### src/rtl/pool_array_dp_if.sv
// Streaming port bundle for pool_array_dp: frame control, pixel input
// beat and pooled output beat. The driver side uses master, the pooling
// datapath uses slave.
interface pool_array_dp_if #(
    parameter int DATA_WIDTH = 32,
    parameter int NUM_UNITS  = 3
);
    logic                            clear;
    logic                            avg_mode;
    logic                            in_valid;
    logic [NUM_UNITS*DATA_WIDTH-1:0] in_data;
    logic                            out_valid;
    logic [NUM_UNITS*DATA_WIDTH-1:0] out_data;
    logic                            frame_done;

    modport master (
        output clear,
        output avg_mode,
        output in_valid,
        output in_data,
        input  out_valid,
        input  out_data,
        input  frame_done
    );

    modport slave (
        input  clear,
        input  avg_mode,
        input  in_valid,
        input  in_data,
        output out_valid,
        output out_data,
        output frame_done
    );
endinterface

### src/rtl/pool_array_dp.sv
// pool_array_dp: 2x2 / stride-2 max or average pooling over NUM_UNITS
// independent channels of a square raster-order feature map.
// Each even-row pixel pair is reduced to a partial (max or sum) and parked
// in a per-channel line buffer; the matching odd-row pair completes the
// window and the result is registered one cycle later.
module pool_array_dp #(
    parameter int DATA_WIDTH = 32,
    parameter int IFM_SIZE   = 14,
    parameter int NUM_UNITS  = 3,
    localparam int OFM_SIZE  = IFM_SIZE / 2
) (
    input logic            clk,
    input logic            reset,
    pool_array_dp_if.slave bus
);
    // Two guard bits keep a 4-pixel sum from ever overflowing.
    localparam int SUM_W = DATA_WIDTH + 2;
    localparam int CNT_W = $clog2(IFM_SIZE);
    localparam int LB_W  = (OFM_SIZE > 1) ? $clog2(OFM_SIZE) : 1;
    localparam logic [CNT_W-1:0] LAST_IDX = CNT_W'(IFM_SIZE - 1);

    logic [CNT_W-1:0]                col_cnt;
    logic [CNT_W-1:0]                row_cnt;
    logic [LB_W-1:0]                 col_half;
    logic                            beat;
    logic                            pair_beat;
    logic                            win_beat;
    logic                            last_beat;
    logic                            col_last;
    logic                            out_valid_q;
    logic                            frame_done_q;
    logic [NUM_UNITS*DATA_WIDTH-1:0] out_data_q;
    logic [NUM_UNITS*DATA_WIDTH-1:0] win_res;

    // Classify the current beat by raster position; clear drops the pixel.
    // With odd IFM_SIZE the last row/column are even-indexed, so they can
    // never complete a window and need no extra guard.
    always_comb begin
        beat      = bus.in_valid && !bus.clear;
        col_last  = (col_cnt == LAST_IDX);
        pair_beat = beat && col_cnt[0] && !row_cnt[0];
        win_beat  = beat && col_cnt[0] && row_cnt[0];
        last_beat = beat && col_last && (row_cnt == LAST_IDX);
        col_half  = LB_W'(col_cnt >> 1);
    end

    // Raster counters plus the registered output beat and frame marker.
    always_ff @(posedge clk or posedge reset) begin
        if (reset) begin
            col_cnt      <= '0;
            row_cnt      <= '0;
            out_valid_q  <= 1'b0;
            frame_done_q <= 1'b0;
            out_data_q   <= '0;
        end else begin
            out_valid_q  <= win_beat;
            frame_done_q <= last_beat;
            if (win_beat) begin
                out_data_q <= win_res;
            end
            if (bus.clear) begin
                col_cnt <= '0;
                row_cnt <= '0;
            end else if (bus.in_valid) begin
                if (col_last) begin
                    col_cnt <= '0;
                    row_cnt <= (row_cnt == LAST_IDX) ? '0 : row_cnt + 1'b1;
                end else begin
                    col_cnt <= col_cnt + 1'b1;
                end
            end
        end
    end

    for (genvar k = 0; k < NUM_UNITS; k++) begin : g_ch
        logic signed [DATA_WIDTH-1:0] px;
        logic signed [DATA_WIDTH-1:0] prev_px;
        logic signed [DATA_WIDTH-1:0] pair_max;
        logic signed [DATA_WIDTH-1:0] stored_max;
        logic signed [DATA_WIDTH-1:0] quad_max;
        logic signed [DATA_WIDTH-1:0] avg_res;
        logic signed [SUM_W-1:0]      pair_sum;
        logic signed [SUM_W-1:0]      partial;
        logic signed [SUM_W-1:0]      stored;
        logic signed [SUM_W-1:0]      quad_sum;
        logic signed [SUM_W-1:0]      lbuf [OFM_SIZE];

        // Reduce the current horizontal pair, then fold in the parked
        // partial from the row above. The partial holds either a
        // sign-extended max or a pair sum depending on the mode at write.
        always_comb begin
            px         = bus.in_data[k*DATA_WIDTH +: DATA_WIDTH];
            pair_max   = (px > prev_px) ? px : prev_px;
            pair_sum   = {{2{px[DATA_WIDTH-1]}}, px} + {{2{prev_px[DATA_WIDTH-1]}}, prev_px};
            partial    = bus.avg_mode ? pair_sum : {{2{pair_max[DATA_WIDTH-1]}}, pair_max};
            stored     = lbuf[col_half];
            stored_max = DATA_WIDTH'(stored);
            quad_max   = (stored_max > pair_max) ? stored_max : pair_max;
            quad_sum   = stored + pair_sum;
            avg_res    = DATA_WIDTH'(quad_sum >>> 2);
        end

        // Pixel history and line buffer carry no reset: after any restart
        // column 0 and row 0 are always rewritten before they are read.
        always_ff @(posedge clk) begin
            if (beat) begin
                prev_px <= px;
            end
            if (pair_beat) begin
                lbuf[col_half] <= partial;
            end
        end

        assign win_res[k*DATA_WIDTH +: DATA_WIDTH] = bus.avg_mode ? avg_res : quad_max;
    end

    assign bus.out_valid  = out_valid_q;
    assign bus.out_data   = out_data_q;
    assign bus.frame_done = frame_done_q;
endmodule

### src/flat_wrapper.sv
// flat-port wrapper written by rule: the top's interface ports become plain ports
module pool_array_dp_flat 
#(
    parameter int DATA_WIDTH = 32,
    parameter int IFM_SIZE   = 14,
    parameter int NUM_UNITS  = 3,
    localparam int OFM_SIZE  = IFM_SIZE / 2
)
  (clk, reset, bus_clear, bus_avg_mode, bus_in_valid, bus_in_data, bus_out_valid, bus_out_data, bus_frame_done);
  pool_array_dp_if #(.DATA_WIDTH(DATA_WIDTH), .NUM_UNITS(NUM_UNITS)) bus_i ();
  input logic clk;
  input logic reset;
  input wire logic [$bits(bus_i.clear)-1:0] bus_clear;
  input wire logic [$bits(bus_i.avg_mode)-1:0] bus_avg_mode;
  input wire logic [$bits(bus_i.in_valid)-1:0] bus_in_valid;
  input wire logic [$bits(bus_i.in_data)-1:0] bus_in_data;
  output wire logic [$bits(bus_i.out_valid)-1:0] bus_out_valid;
  output wire logic [$bits(bus_i.out_data)-1:0] bus_out_data;
  output wire logic [$bits(bus_i.frame_done)-1:0] bus_frame_done;
  assign bus_i.clear = bus_clear;
  assign bus_i.avg_mode = bus_avg_mode;
  assign bus_i.in_valid = bus_in_valid;
  assign bus_i.in_data = bus_in_data;
  assign bus_out_valid = bus_i.out_valid;
  assign bus_out_data = bus_i.out_data;
  assign bus_frame_done = bus_i.frame_done;
  pool_array_dp #(.DATA_WIDTH(DATA_WIDTH), .IFM_SIZE(IFM_SIZE), .NUM_UNITS(NUM_UNITS)) u_core (.clk(clk), .reset(reset), .bus(bus_i));
endmodule
### config.mk
export PLATFORM = sky130hd
export DESIGN_NAME = pool_array_dp_flat
export DESIGN_NICKNAME = d
export VERILOG_FILES = /design/src/rtl/pool_array_dp_if.sv /design/src/rtl/pool_array_dp.sv /design/src/flat_wrapper.sv
export SDC_FILE = /design/constraint.sdc
export NUM_CORES = 2
export LEC_CHECK = 0
export CORE_ASPECT_RATIO = 1.2
export CORE_MARGIN = 2
export CORE_UTILIZATION = 25
export CTS_CLUSTER_SIZE = 14
export DETAILED_ROUTE_END_ITERATION = 16
export GPL_TIMING_DRIVEN = 0
export PLACE_DENSITY = 0.4
export SLEW_MARGIN = 15
export SYNTH_ARGS = -nofsm -noshare
export SYNTH_HDL_FRONTEND = slang
export SYNTH_SLANG_ARGS = --single-unit
### constraint.sdc
create_clock -name clk -period 17.9 [get_ports clk]
set_input_delay 1.79 -clock clk [delete_from_list [all_inputs] [get_ports clk]]
set_output_delay 1.79 -clock clk [all_outputs]
set_load 0.05 [all_outputs]
==> flow_summary.toml <==
[placed_design]
place_inst = 7308
dp_slack_ns = 6.55
dpl_cell_area_um2 = 56600
place_congestion = 0.872
port-buffer-count = 198
post-dp-hpwl_mm = 167

[synth]
ys_ff_latch = 895
async_reset_ff_share_pct = 11.8
synthFlopType = "edfxtp_1"
avgSynthCellArea_um2 = 11.4
synth-edff-count = 789
yosys_warnings = 0
synth_area_um2 = 49600
ys_types = 82
yosysSeqAreaShare_pct = 53.1
syn_nets = 4826
syn_inst = 4336

[global_routing]
antenna_found_initial = 21
grt_pass1_vias = 37200
grt_max_degree = 67
grt_pass1_wl_mm = 300
grt_overflow = 0
grt.total_usage_pct = 21.2

[clock_network]
ctsResizeCount = 0
cts.path.max_buffers = 3
tritoncts = "done"
clk_pin_slew_worst_paths_ns = 0.06
cts.htree.levels = 3
clock_latency_ns = 0.74
cts_buffers = 100
cts_setup_buffers = 0
cts-root-buf = "clkbuf_16"
hold_buffers = 0
clock-sinks = 895

[drt]
vias_per_cell = 5.08
routed_wl_mm = 220
drt-pass1-iter-count = 5
drt_iter0_markers = 3456
avgRoutedWirePerCell_um = 29.3
vias = 38100
antenna_left = 0
route.detailed.drc = 0

[sta]
setup_slack_ns = 7.41
finalCriticalPeriod_ns = 10.49
rsz0062_at_grt = "false"
relSlewSlack_pct = 9.87
finalClockSkew_ns = 0.0283
hold_viol = 0
fmax_ghz = 0.0954
drv_slew = 0
setup_viol = 0
fin_crit_sh_pct = 58.6
worstMarginPinSlew_ns = 1.35

[layout]
nNetsFinal = 5276
multi_input_area_um2 = 21700
finalNonFillerCells = 7499
most-common-layout-cells = "789 x edfxtp_1, 386 x ha_1, 372 x nor2_1"
drive_above_1_share_pct = 9.73
final-seq-area_um2 = 26300
final_area_um2 = 59900
layout_commonest_cell = "edfxtp_1"
areaGrowthSynthToFinish_pct = 20.7
utilization_pct = 30.3
fillers = 20300

[critical_path]
path_delay_family = "compound AO/OA/AOI/OAI gates"
reg2regPathDepth = 19
critical_path_required_ns = 18.48
cp_common_cell = "o21ai_0"
critPathMaxStageDelay_ns = 0.95
worst-path-buf-inv = 6
rrSetupSlack_ns = 8.18
critPathSlowestCell = "mux2i_1"
worstPathMaxFanout = 10
critPathCaptureType = "flip-flop"
regToRegEndpoint = "u_core.bus.out_data[65]"
crit_arrival_ns = 11.07
worst-setup-path-type = "in -> reg"
crit_path_start_kind = "input port"
r2r-start = "u_core.col_cnt[1]"

[floorplanning]
dieArea_um2 = 202000
core_um2 = 198000
die-width_um = 411
io_pins = 199
core.rowCount = 179
die_y_um = 492
initial_core_util_pct = 25.1

[worst_hold_path]
hp-start = "u_core.bus.out_data[3]"
hold_class = "reg -> reg"
min_path_cells = 2
min_to = "u_core.bus.out_data[3]"

[pwr]
fin_total_pwr_mw = 6.07
power.density_nw_per_um2 = 101
power.leakage_nw = 22.5
ir_drop_uv = 81.6

[status]
outcome = "complete, no violations"

[job]
maxCapViolCount = 0
-- registers in the layout, indices dropped and copies added (netlist names) --
name,count
u_core.bus.out_data,96
u_core.row_cnt,4
u_core.g_ch.lbuf,693
u_core.bus.frame_done,1
u_core.g_ch.prev_px,96
u_core.bus.out_valid,1
u_core.col_cnt,4
-- worst max-delay path by stage --
| stage | start | end | slack [ns] | cells after the start |
|---|---|---|---|---|
| floorplan | bus_in_valid | u_core.g_ch[0].lbuf[0][0] | 5.42 | 4 |
| finish | bus_in_data[63] | u_core.bus.out_data[34] | 7.41 | 26 |
| global route | bus_in_data[63] | u_core.bus.out_data[34] | 7.27 | 26 |
| CTS | bus_in_data[63] | u_core.bus.out_data[34] | 7.33 | 26 |
| detailed placement | bus_in_data[63] | u_core.bus.out_data[34] | 6.55 | 26 |
| global placement | u_core.col_cnt[1] | u_core.g_ch[1].lbuf[0][28] | -7.53 | 7 |
-- metal layers --
metal  global-route usage (%)  wire length (um)  vias to the layer above  part of all wire (%)
met5                        0                56                        -                 0.025
met4                     7.91              8310                       10                   3.8
met3                     2.90             12100                      277                   5.5
met2                     35.8            105000                     1236                    48
met1                     27.6             94100                    19300                    43
li1                         -                 -                    17300                     -
-- layout make-up --
cell class | instances | share of cell area (%)
flip-flops and latches | 895 | 44.0
multi-input cells | 3009 | 36.2
repair buffers | 348 | 5.87
well taps | 2624 | 5.48
clock buffers | 135 | 4.59
inverters | 238 | 1.50
plain buffers | 194 | 1.43
clock inverters | 54 | 0.913
diodes | 2 | 0.00836
-- worst min-delay path, stage by stage (launching register included) --
cell and delay [ns]:
dfrtp_1 0.34, nand2_1 0.05, o21ai_0 0.06
-- cells by family (layout without fill, tap and decap cells) --
logic type                 after synthesis  in the layout  share of synthesized area [%]
AOI/OAI and AO/OA                     1233           1233                           16.6
xor gates and xnor gates               153            153                           2.70
adders and majority gates              389            389                           9.86
buffers and inverters                  432            969                           3.33
DFF                                    895            895                           53.1
muxes                                  275            275                           5.78
other                                    0              2                              0
and+or+nand+nor                        959            959                           8.63
-- where the power goes --
group / total, mW / switching (mW) / internal, mW
clock: 2.15 / 0.939 / 1.21
combinational: 1.53 / 1.01 / 0.526
sequential: 2.39 / 0.0146 / 2.37
-- synth_stat cells, types with 16 or more instances --
master	n	share of area, %
edfxtp_1	789	48
ha_1	386	9.7
nor2_1	377	2.9
a21oi_1	349	3.5
nand2_1	260	2.0
mux2i_1	237	4.8
inv_1	236	1.8
o21ai_0	207	2.1
clkbuf_1	147	1.1
xnor2_1	107	1.9
dfrtp_1	106	5.3
o21a_1	99	1.5
a21o_1	80	1.2
a22oi_1	78	1.2
nor3_1	69	0.70
nand3_1	60	0.61
a221oi_1	53	0.94
xor2_1	46	0.81
o21bai_1	44	0.67
a22o_1	42	0.74
nand4_1	42	0.53
a211oi_1	40	0.61
nor2b_1	38	0.48
buf_1	36	0.27
mux2_2	32	0.73
a221o_1	30	0.61
o31ai_1	27	0.41
a31oi_1	26	0.33
nand2b_1	22	0.28
o211ai_1	20	0.30
nor4_1	19	0.24
and2_1	18	0.23
or3_1	17	0.21
o311ai_0	16	0.28
-- through the flow --
step,hold WS (ns),setup TNS (ns)
after floorplan,0.514,0
after CTS,0.487,0
after detailed placement,0.474,0
after global placement,0.475,-2196.70
after global routing,0.514,0
final,0.475,0
Note: power is estimated with default switching activity, not from simulation.
